`src/rtl/fft4_serializer_if.sv`:
```
// ---------------------------------------------------------------------------
// fft4_serializer_if
// Bundle of the data/handshake signals around fft4_serializer.
//   i_x0..i_x3 : bins 0..3 of one parallel FFT frame ({real, imag} each)
//   i_valid    : one-cycle frame strobe from the FFT stage
//   o_ready    : serializer has at least one free frame slot
//   o_data     : serialized sample, o_index is its bin number
//   o_last     : marks the 4th sample of a frame
//   o_valid    : o_data valid, i_ready is the downstream accept
//   o_overflow : sticky flag, a frame arrived while both slots were full
// The slave modport is the serializer's view; master is the surrounding
// logic (FFT stage on the input side, next stage on the output side).
// ---------------------------------------------------------------------------
interface fft4_serializer_if #(
  parameter int NB_DATA = 10
);
  logic [2*NB_DATA-1:0] i_x0;
  logic [2*NB_DATA-1:0] i_x1;
  logic [2*NB_DATA-1:0] i_x2;
  logic [2*NB_DATA-1:0] i_x3;
  logic                 i_valid;
  logic                 o_ready;
  logic [2*NB_DATA-1:0] o_data;
  logic [1:0]           o_index;
  logic                 o_last;
  logic                 o_valid;
  logic                 i_ready;
  logic                 o_overflow;

  modport master (
    output i_x0, i_x1, i_x2, i_x3, i_valid, i_ready,
    input  o_ready, o_data, o_index, o_last, o_valid, o_overflow
  );

  modport slave (
    input  i_x0, i_x1, i_x2, i_x3, i_valid, i_ready,
    output o_ready, o_data, o_index, o_last, o_valid, o_overflow
  );
endinterface

```
`src/rtl/fft4_serializer.sv`:
```
// ---------------------------------------------------------------------------
// fft4_serializer
// Captures one 4-bin complex frame per accepted i_valid into a two-slot
// ping-pong buffer and streams the bins out one per cycle on a valid/ready
// interface. Frames arriving while both slots are occupied are dropped and
// flagged on the sticky o_overflow (the FFT stage cannot be stalled).
//
// Ports:
//   i_clk : clock, all state changes on the rising edge
//   i_rst : synchronous active-high reset (pointers/counters/flag only)
//   bus   : fft4_serializer_if.slave (frame input, sample stream output,
//           o_ready / o_overflow status)
// Parameters:
//   NB_DATA     : bits per real/imag component (sample is 2*NB_DATA bits)
//   BIT_REVERSE : 0 -> emit bins 0,1,2,3 ; 1 -> emit bins 0,2,1,3
// ---------------------------------------------------------------------------
module fft4_serializer #(
  parameter int NB_DATA     = 10,
  parameter bit BIT_REVERSE = 1'b0
) (
  input  logic              i_clk,
  input  logic              i_rst,
  fft4_serializer_if.slave  bus
);

  localparam int NB_SMP = 2 * NB_DATA;

  // Frame storage: slot_q[slot][bin]. Contents are never reset; validity is
  // tracked purely by count_q.
  logic [NB_SMP-1:0] slot_q [2][4];

  logic       wr_sel_q, wr_sel_d;
  logic       rd_sel_q, rd_sel_d;
  logic [1:0] count_q,  count_d;
  logic [1:0] pos_q,    pos_d;
  logic       ovf_q,    ovf_d;

  logic       ready;
  logic       valid;
  logic       push;
  logic       drop;
  logic       xfer;
  logic       pop;
  logic [1:0] bin;

  // ---------------------------------------------------------------------
  // Handshake decode. ready comes only from the registered occupancy, so a
  // pop in this cycle does not open a slot for a push in the same cycle.
  // ---------------------------------------------------------------------
  assign ready = (count_q < 2'd2);
  assign valid = (count_q != 2'd0);
  assign push  = bus.i_valid && ready;
  assign drop  = bus.i_valid && !ready;
  assign xfer  = valid && bus.i_ready;
  assign pop   = xfer && (pos_q == 2'd3);

  // Emission position -> bin number (2-bit bit reversal when enabled).
  assign bin = BIT_REVERSE ? {pos_q[0], pos_q[1]} : pos_q;

  // ---------------------------------------------------------------------
  // Frame capture into the slot selected by the write pointer.
  // ---------------------------------------------------------------------
  always_ff @(posedge i_clk) begin
    if (push) begin
      slot_q[wr_sel_q][0] <= bus.i_x0;
      slot_q[wr_sel_q][1] <= bus.i_x1;
      slot_q[wr_sel_q][2] <= bus.i_x2;
      slot_q[wr_sel_q][3] <= bus.i_x3;
    end
  end

  // ---------------------------------------------------------------------
  // Control state register.
  // ---------------------------------------------------------------------
  always_ff @(posedge i_clk) begin
    if (i_rst) begin
      wr_sel_q <= 1'b0;
      rd_sel_q <= 1'b0;
      count_q  <= 2'd0;
      pos_q    <= 2'd0;
      ovf_q    <= 1'b0;
    end else begin
      wr_sel_q <= wr_sel_d;
      rd_sel_q <= rd_sel_d;
      count_q  <= count_d;
      pos_q    <= pos_d;
      ovf_q    <= ovf_d;
    end
  end

  // ---------------------------------------------------------------------
  // Next-state logic.
  // ---------------------------------------------------------------------
  always_comb begin
    wr_sel_d = wr_sel_q;
    rd_sel_d = rd_sel_q;
    count_d  = count_q;
    pos_d    = pos_q;
    ovf_d    = ovf_q | drop;

    if (push) begin
      wr_sel_d = ~wr_sel_q;
    end

    // pos wraps 3 -> 0 naturally; the wrap is also the frame pop.
    if (xfer) begin
      pos_d = pos_q + 2'd1;
    end
    if (pop) begin
      rd_sel_d = ~rd_sel_q;
    end

    // Push and pop together leave the occupancy unchanged (only reachable
    // with count_q == 1, since a push needs a free slot).
    unique case ({push, pop})
      2'b10:   count_d = count_q + 2'd1;
      2'b01:   count_d = count_q - 2'd1;
      default: count_d = count_q;
    endcase
  end

  // ---------------------------------------------------------------------
  // Outputs, decoded from registers only, so they hold under back-pressure.
  // ---------------------------------------------------------------------
  assign bus.o_ready    = ready;
  assign bus.o_valid    = valid;
  assign bus.o_data     = slot_q[rd_sel_q][bin];
  assign bus.o_index    = bin;
  assign bus.o_last     = valid && (pos_q == 2'd3);
  assign bus.o_overflow = ovf_q;

endmodule

```
`src/flat_wrapper.sv`:
```
// flat-port wrapper written by rule: the top's interface ports become plain ports
module fft4_serializer_flat 
#(
  parameter int NB_DATA     = 10,
  parameter bit BIT_REVERSE = 1'b0
)
  (i_clk, i_rst, bus_i_x0, bus_i_x1, bus_i_x2, bus_i_x3, bus_i_valid, bus_i_ready, bus_o_ready, bus_o_data, bus_o_index, bus_o_last, bus_o_valid, bus_o_overflow);
  fft4_serializer_if #(.NB_DATA(NB_DATA)) bus_i ();
  input  logic i_clk;
  input  logic i_rst;
  input wire logic [$bits(bus_i.i_x0)-1:0] bus_i_x0;
  input wire logic [$bits(bus_i.i_x1)-1:0] bus_i_x1;
  input wire logic [$bits(bus_i.i_x2)-1:0] bus_i_x2;
  input wire logic [$bits(bus_i.i_x3)-1:0] bus_i_x3;
  input wire logic [$bits(bus_i.i_valid)-1:0] bus_i_valid;
  input wire logic [$bits(bus_i.i_ready)-1:0] bus_i_ready;
  output wire logic [$bits(bus_i.o_ready)-1:0] bus_o_ready;
  output wire logic [$bits(bus_i.o_data)-1:0] bus_o_data;
  output wire logic [$bits(bus_i.o_index)-1:0] bus_o_index;
  output wire logic [$bits(bus_i.o_last)-1:0] bus_o_last;
  output wire logic [$bits(bus_i.o_valid)-1:0] bus_o_valid;
  output wire logic [$bits(bus_i.o_overflow)-1:0] bus_o_overflow;
  assign bus_i.i_x0 = bus_i_x0;
  assign bus_i.i_x1 = bus_i_x1;
  assign bus_i.i_x2 = bus_i_x2;
  assign bus_i.i_x3 = bus_i_x3;
  assign bus_i.i_valid = bus_i_valid;
  assign bus_i.i_ready = bus_i_ready;
  assign bus_o_ready = bus_i.o_ready;
  assign bus_o_data = bus_i.o_data;
  assign bus_o_index = bus_i.o_index;
  assign bus_o_last = bus_i.o_last;
  assign bus_o_valid = bus_i.o_valid;
  assign bus_o_overflow = bus_i.o_overflow;
  fft4_serializer #(.NB_DATA(NB_DATA), .BIT_REVERSE(BIT_REVERSE)) u_core (.i_clk(i_clk), .i_rst(i_rst), .bus(bus_i));
endmodule
```
`config.mk`:
```
export PLATFORM = sky130hd
export DESIGN_NAME = fft4_serializer_flat
export DESIGN_NICKNAME = d
export VERILOG_FILES = /design/src/rtl/fft4_serializer_if.sv /design/src/rtl/fft4_serializer.sv /design/src/flat_wrapper.sv
export SDC_FILE = /design/constraint.sdc
export NUM_CORES = 1
export LEC_CHECK = 0
export CORE_UTILIZATION = 55
export DETAILED_ROUTE_END_ITERATION = 8
export GPL_TIMING_DRIVEN = 0
export PLACE_DENSITY = 0.93
export SLEW_MARGIN = 20
export SYNTH_ARGS = -nofsm -noshare
export SYNTH_HDL_FRONTEND = slang
export SYNTH_SLANG_ARGS = --single-unit
```
`constraint.sdc`:
```
create_clock -name i_clk -period 8.7 [get_ports i_clk]
set_input_delay 1.305 -clock i_clk [delete_from_list [all_inputs] [get_ports i_clk]]
set_output_delay 1.305 -clock i_clk [all_outputs]
set_load 0.005 [all_outputs]
```
# Yosys cells after proc, flatten, opt, wreduce, memory -nomap -nowiden
# Memory sizes are Yosys's and may differ from the RTL's. A register that Yosys moved wholly into a read port is not among the register bits.
# Index checks and enable logic that the tools add are counted.
[op_classes]
add_sub_neg = 3
multipliers = 0
div_mod_pow = 0
order_cmp = 2
n_eq_ne = 3
n_shift = 0
mux = 8
bitwise = 4
reduce_logical = 8
[ops]
columns = ["op", "count"]
rows = [
  ["binary-select mux 20 bit (select 2 bit)", 1],
  ["2-to-1 mux 20 bit", 2],
  ["logical AND 1 bit", 5],
  ["adder 2 x 1 -> 2 bit, second input constant", 2],
  ["equality test 2 bit, second input constant", 2],
  ["2-to-1 mux 1 bit", 4],
  ["one-hot mux 2 bit (2 select lines)", 1],
  ["nonzero test 2 bit", 2],
  [">= comparator 3 bit, second input constant", 1],
  ["NOT 2 -> 3 bit", 1],
  ["equality test 2 x 1 -> 1 bit, second input constant", 1],
  ["< comparator 2 bit, second input constant", 1],
  ["NOT 1 bit", 2],
  ["subtractor 2 x 1 -> 2 bit, second input constant", 1],
  ["logical NOT 1 bit", 1],
  ["bitwise OR 1 bit", 1],
]
[word_totals]
regBits = 7
latch_bits = 0
ram_bits = 160
romBits = 0
in_bits = 84
out_inout_bits = 26
mem_count = 1
[mem_list]
columns = ["memory", "words", "word_bits", "rd", "rd_clocked_by_memory_dff", "wr", "line", "text"]
rows = [
  ["u_core.slot_q", 2, 80, 1, 1, 1, "fft4_serializer.sv:30", "logic [NB_SMP-1:0] slot_q [2][4];"],
]

# Logic depth before layout (Yosys ltp)
# Gate-level depths: netlist of the first run.
[depth]
word_depth = 5
ltp_mapped = 7
depth_no_buf = 7

# Worst setup path after synthesis of the first run
# Ideal clock, no wire load.
[synth_path]
kind = "input-to-reg"
from = "input port bus_i_valid"
to = "memory u_core.slot_q[0][0] (netlist name) (enable)"
setup_time_ns = 0.519
arrival_time_ns = 4.745
required_ns = 8.181
path_slack_ns = 3.436
path_stages = 2
n_path_buf = 0
cell_sequence = "nand2b_1 -> nor2_1"
[synth_via]
elab_chain_cells = 3
[synth_lines]
columns = ["element", "line", "text"]
rows = [
  ["from (decl)", "flat_wrapper.sv:15", "input wire logic [$bits(bus_i.i_valid)-1:0] bus_i_valid;"],
  ["logical AND 1 bit", "fft4_serializer.sv:52", "assign push = bus.i_valid && ready;"],
  ["2-to-1 mux 1 bit", "fft4_serializer.sv:64", "if (push) begin"],
  ["2-to-1 mux 1 bit (not written as such)", "fft4_serializer.sv:68", "slot_q[wr_sel_q][3] <= bus.i_x3;"],
  ["to (decl)", "fft4_serializer.sv:30", ""],
]
# Every way passes these cells.

# Final worst setup path of the first run
[layout_path]
from = "register u_core.pos_q[1], in the netlist u_core.bus.o_index[1]"
to = "output port bus_o_data[14]"
[layout_via]
elab_chain_cells = 4
[layout_lines]
columns = ["element", "line", "text"]
rows = [
  ["from (decl)", "fft4_serializer.sv:35", "logic [1:0] pos_q, pos_d;"],
  ["from (signal assigned)", "fft4_serializer.sv:86", "pos_q <= pos_d;"],
  ["NOT 2 -> 3 bit (not written as such)", "fft4_serializer.sv:127", "assign bus.o_data = slot_q[rd_sel_q][bin];"],
  ["binary-select mux 20 bit (select 2 bit)", "fft4_serializer.sv:127", ""],
  ["2-to-1 mux 20 bit (not written as such) (2 in a row)", "fft4_serializer.sv:127", ""],
  ["to (decl)", "flat_wrapper.sv:18", "output wire logic [$bits(bus_i.o_data)-1:0] bus_o_data;"],
]
# Every way passes these cells. The select of a mux whose other input is x is not followed.

==> flow_summary.yaml, run 1 <==
finish:
  fill_cells: 621
  layout.cells.non_filler: 554
  fin_area_sq_um: 8490
  final_nets: 487
  layout-drive-gt1-share: 0.139
  area_growth_pct: 30.8
  final_util: 0.741
  n_antenna_cell: 0
timing:
  fin_skew_ns: 0.00647
  hold_violations: 0
  drv_slew: 0
  fmax_mhz: 243
  rsz0062_at_grt: "no"
  finalSetupViolations: 0
  worst_pin_slew_ns: 0.765
  slew_headroom: 0.490
  finalSetupTns_ns: 0
  period_minus_slack_ns: 4.12
  fin_crit_sh: 0.473
yosys:
  synth-main-ff-cell: "edfxtp_1"
  syn_nets: 355
  synth_common_cells: "edfxtp_1 (160), mux4_1 (40), mux2_2 (20)"
  syn_area_sq_um: 6500
  synth_top_area_frac: 0.740
  ys_async_sr_fraction: 0
  synth.distinct_cells: 22
  ys_ff_latch: 168
  synth.largest_area_cell: "edfxtp_1"
  yosysSeqAreaShare: 0.764
  synth.area.top_cells: "edfxtp_1 (74%), mux4_1 (16%), mux2_2 (3.5%)"
  syn_inst: 269
  synth.most_common_cell: "edfxtp_1"
  synth_edf_count: 160
  yosysWarnings: 0
  syn_avg_cell_area_sq_um: 24.1
critical_path:
  crit_fanout: 10
  critPathArrivalTime_ns: 2.81
  startpoint_type: "flop"
  required_ns: 7.39
  critPathKind: "reg -> out"
  cp-startpoint: "u_core.bus.o_index[1]$_SDFFE_PP0P_"
  r2r_start: "u_core.count_q[1]$_SDFFE_PP0P_"
  end_kind: "output port"
routing:
  route.detailed.drc: 0
  wl_per_cell_um: 21.8
  ant_nets: 0
  vias_per_cell: 5.73
  vias: 3174
  drt_first_pass_iters: 4
  drt_iter0_drc: 188
  wl_um: 12100
power:
  ir_drop_mv: 0.157
  p_per_area_nw_per_um2: 226
  p_leak_uw: 0.00286
floorplanning:
  die-area_sq_um: 12300
  die_x_um: 111
  start_util: 0.567
  top_level_ports: 110
  die-height_um: 111
  core_region_area_sq_um: 11500
  rows: 39
placement:
  dpl.hpwl_um: 8070
  gp_congestion: 0.722
  placed_cells: 525
  io_buffers: 108
  place_area_sq_um: 7910
cts:
  clk_pin_slew_worst_paths_ns: 0.06
  h-tree-depth: 4
  post-cts-setup-buffer-count: 0
  cts_buffer_depth: 2
  cts_tree: "yes"
  clock-sinks: 168
  postCtsResizedCells: 0
  ctsHoldBuffers: 0
  numCtsBuffers: 17
  clock_latency_ns: 0.40
  root_buffer: "clkbuf_16"
worst_hold_path:
  min_path_type: "reg -> reg"
  worstHoldStart: "u_core.bus.o_overflow$_SDFF_PP0_"
global_route:
  grt_pass1_vias: 3442
  antenna_found_initial: 0
  gr-total-overflow: 0
  grt_first_pass_wirelength_um: 19000
  grt.total_usage: 0.213
  grt_max_degree: 47
run:
  maxCapViolCount: 0
status:
  status: "finished clean"
-- layout make-up --
| cell class | count | area, sq um | share of cell area |
|---|---|---|---|
| tap | 143 | 179 | 0.0211 |
| multi-input combinational | 86 | 1460 | 0.171 |
| inverter | 2 | 7.51 | 0.000884 |
| clock inverter | 10 | 155 | 0.0183 |
| buffer | 13 | 80.1 | 0.00943 |
| sequential | 168 | 4960 | 0.584 |
| timing repair buffer | 113 | 1220 | 0.143 |
| clock buffer | 19 | 433 | 0.0510 |
-- worst paths after layout --
check                           slack [ns]                               end  cells after the start
worst min register to register        0.48  u_core.bus.o_overflow$_SDFF_PP0_                      2
worst max register to register        6.99    u_core.slot_q[1][39]$_DFFE_PP_                      3
worst min-delay path                  0.48  u_core.bus.o_overflow$_SDFF_PP0_                      2
worst max-delay path                  4.58                    bus_o_data[14]                      5
-- power by group --
part | switching, uW | leakage, uW | internal [uW]
Sequential | 16.4 | 0.00156 | 957
Combinational | 81.6 | 0.00102 | 119
Clock | 276 | 0.000278 | 473
-- flip-flops by register name (all words and copies together) (netlist names), named ones only --
| signal | flops |
|---|---|
| u_core.bus.o_index | 2 |
| u_core.wr_sel_q | 1 |
| u_core.bus.o_overflow | 1 |
| u_core.slot_q | 160 |
| u_core.rd_sel_q | 1 |
| u_core.count_q | 2 |
-- critical path, cell delays in order (launching register included) --
cell	delay, ns
dfxtp_1	0.36
buf_1	0.24
buf_1	0.59
mux4_1	0.42
mux2_2	0.29
clkdlybuf4s50_1	0.50
-- logic make-up (layout without fill, tap and decap cells) --
group / after synthesis / after routing / share of synthesized area
fa+ha+maj: 2 / 2 / 0.00385
mux: 61 / 61 / 0.198
compound gates: 5 / 5 / 0.00424
simple gates: 13 / 13 / 0.00944
buf+inv: 15 / 157 / 0.0135
flops: 168 / 168 / 0.764
xor+xnor: 5 / 5 / 0.00674
-- routing by layer --
metal,vias to the layer above,wire length (um),GRT usage
li1,1436,-,-
met4,0,282,0.0960
met5,-,0,0
met1,1611,4880,0.264
met2,107,6390,0.363
met3,20,524,0.0470
-- per-stage QoR --
step / hold WS, ns / worst slack, ns / power, uW
global route: 0.506 / 4.43 / 1990
detailed placement: 0.474 / 4.99 / 1190
CTS: 0.491 / 4.50 / 1940
finish: 0.479 / 4.58 / 1920
floorplan: 0.460 / 3.44 / 1070
global placement: 0.449 / 1.44 / 1170
-- cells in the final DEF (no fill, tap or decap), types with 5 or more instances in the layout --
| cell type | synthesis | routed |
|---|---|---|
| buf_16 | 0 | 5 |
| clkbuf_1 | 4 | 6 |
| clkbuf_16 | 0 | 17 |
| clkdlybuf4s50_1 | 0 | 108 |
| dfxtp_1 | 8 | 8 |
| edfxtp_1 | 160 | 160 |
| mux2_2 | 20 | 20 |
| mux4_1 | 40 | 40 |
| nor2_1 | 8 | 7 |
(Power assumes the default switching activity.)
==> run 2: changes to the inputs <==
--- a/config.mk
+++ b/config.mk
@@ -5,10 +5,10 @@
 export SDC_FILE = /design/constraint.sdc
 export NUM_CORES = 1
 export LEC_CHECK = 0
-export CORE_UTILIZATION = 55
+export CORE_UTILIZATION = 53
 export DETAILED_ROUTE_END_ITERATION = 8
 export GPL_TIMING_DRIVEN = 0
-export PLACE_DENSITY = 0.93
+export PLACE_DENSITY = 0.91
 export SLEW_MARGIN = 20
 export SYNTH_ARGS = -nofsm -noshare
 export SYNTH_HDL_FRONTEND = slang
==> constraint.sdc (replaced) <==
create_clock -name i_clk -period 4.15 [get_ports i_clk]
set_input_delay 0.6225 -clock i_clk [delete_from_list [all_inputs] [get_ports i_clk]]
set_output_delay 0.6225 -clock i_clk [all_outputs]
set_load 0.005 [all_outputs]
==> run 2 against run 1 <==
Effect of this change:
- largest power group unchanged
- count of clock-buffer cells in the layout did not move
- first-iteration DRC count fell by 16%
- cell area increased by 0.38%
- non-clock buffer count decreased by 1
- die area up 3.7%
- hold slack worse by 0.0040 ns
- clock skew decreased by 0.0013 ns
- critical path depth did not move
- flip-flop and latch count unchanged
- largest cell class unchanged
- sequential power grew 110%
- final cell count is 1.1% higher
==> flow_summary.yaml, run 2 (same netlist as run 1, synthesis figures left out) <==
power:
  ir_drop_mv: 0.259
  p_per_area_nw_per_um2: 490
  p_leak_uw: 0.00288
placement:
  dp_slack_ns: 1.15
  io_buffers: 108
  place_area_sq_um: 7870
  dpl.hpwl_um: 8140
  gp_congestion: 0.678
timing:
  finalSetupViolations: 0
  period_minus_slack_ns: 3.39
  rsz0062_at_grt: "no"
  slew_headroom: 0.479
  setup_slack_ns: 0.759
  drv_slew: 0
  fmax_mhz: 295
  fin_crit_sh: 0.817
  worst_pin_slew_ns: 0.782
  hold_violations: 0
  fin_skew_ns: 0.00518
global_route:
  grt.total_usage: 0.203
  grtUsageMet2: 0.354
  grt_max_degree: 43
  grt-busiest-layer: "met2"
  grt_pass1_vias: 3436
  grtUsageMet3: 0.0530
  antenna_found_initial: 0
  gr-total-overflow: 0
  grt_first_pass_wirelength_um: 18300
  met1_usage: 0.243
status:
  status: "finished clean"
routing:
  wl_um: 12000
  wl_per_cell_um: 21.4
  vias: 3105
  drt_iter0_drc: 157
  ant_nets: 0
  vias_per_cell: 5.54
  route.detailed.drc: 0
  drt_first_pass_iters: 4
finish:
  largest_register: "u_core.slot_q"
  final_cell_mix: "edfxtp_1 (160), clkdlybuf4s50_1 (108), mux4_1 (40)"
  layout-drive-gt1-share: 0.148
  fin_area_sq_um: 8530
  largest_reg_flops: 160
  area_growth_pct: 31.3
  final_common_cell: "edfxtp_1"
  final_nets: 486
  n_antenna_cell: 0
cts:
  post-cts-setup-buffer-count: 0
  cts_tree: "yes"
  postCtsResizedCells: 0
  root_buffer: "clkbuf_16"
  numCtsBuffers: 17
  h-tree-depth: 4
  clock_latency_ns: 0.41
  clock-sinks: 168
  clk_pin_slew_worst_paths_ns: 0.06
  ctsHoldBuffers: 0
  cts_buffer_depth: 2
run:
  maxCapViolCount: 0
worst_hold_path:
  min_path_type: "reg -> reg"
floorplanning:
  die-area_sq_um: 12700
  die_x_um: 113
  top_level_ports: 110
  rows: 40
  core_region_area_sq_um: 12000
  start_util: 0.543
  die-height_um: 113
critical_path:
  critical-path-max-stage-delay_ns: 0.60
  end_kind: "output port"
  path_buf_inv: 3
  critPathKind: "reg -> out"
  required_ns: 3.53
  cp_common_cell: "buf_1"
  startpoint_type: "flop"
  critPathTopFamily: "buffers and inverters"
  cp_slowest_cell: "buf_1"
  path_cells: "buf_1 -> buf_1 -> mux4_1 -> mux2_2 -> clkdlybuf4s50_1"
  crit_fanout: 10
  critPathArrivalTime_ns: 2.77
run 2: changes by cell type in the layout (fill, tap and decap cells not counted):
cell,delta
bufinv_16,+2
clkinv_2,+3
buf_16,-3
clkinvlp_4,-2
clkinv_4,+1
buf_12,+2
clkinv_1,-2
inv_6,+1
run 2: cell type report:
cell class,instances,area (sq um)
multi-input cells,86,1460
flip-flops and latches,168,4960
plain buffers,13,80.1
fillers,707,3430
clock buffers,19,433
inverters,2,7.51
clock inverters,13,225
well taps,147,184
repair buffers,112,1180
run 2: worst register-to-register path: stages (launching register included):
cell      delay, ns
dfxtp_1        0.37
nand2b_1       0.25
nor2_4         0.60
buf_12         0.28
buf_16         0.18
run 2: stage by stage:
stage,TNS [ns],power (uW),utilization,cells,hold WS [ns]
2_1_floorplan,0,2240,-,269,0.460
3_3_place_gp,-60.03,2450,0.649,524,0.452
3_5_place_dp,0,2490,0.658,528,0.463
4_1_cts,0,4210,0.713,560,0.478
5_1_grt,0,4310,0.713,560,0.502
6_report,0,4180,0.713,560,0.474
run 2: power breakdown:
group	internal, uW	switching [uW]
clock network	1130	598
registers	2010	34.4
logic	241	168
run 2: metal layers:
metal	wire length, um	part of all wire	vias up
li1	-	-	1430
met2	6560	0.55	83
met4	235	0.020	0
met5	0	0	-
met3	437	0.036	15
met1	4760	0.40	1577
run 2: worst paths after layout:
path              slack (ns)                          endpoint                          startpoint  cells after the start
hold / removal          0.47  u_core.bus.o_overflow$_SDFF_PP0_    u_core.bus.o_overflow$_SDFF_PP0_                      2
setup reg to reg        2.18    u_core.slot_q[0][77]$_DFFE_PP_      u_core.count_q[1]$_SDFFE_PP0P_                      4
hold reg to reg         0.47  u_core.bus.o_overflow$_SDFF_PP0_    u_core.bus.o_overflow$_SDFF_PP0_                      2
setup / recovery        0.76                    bus_o_data[10]  u_core.bus.o_index[1]$_SDFFE_PP0P_                      5
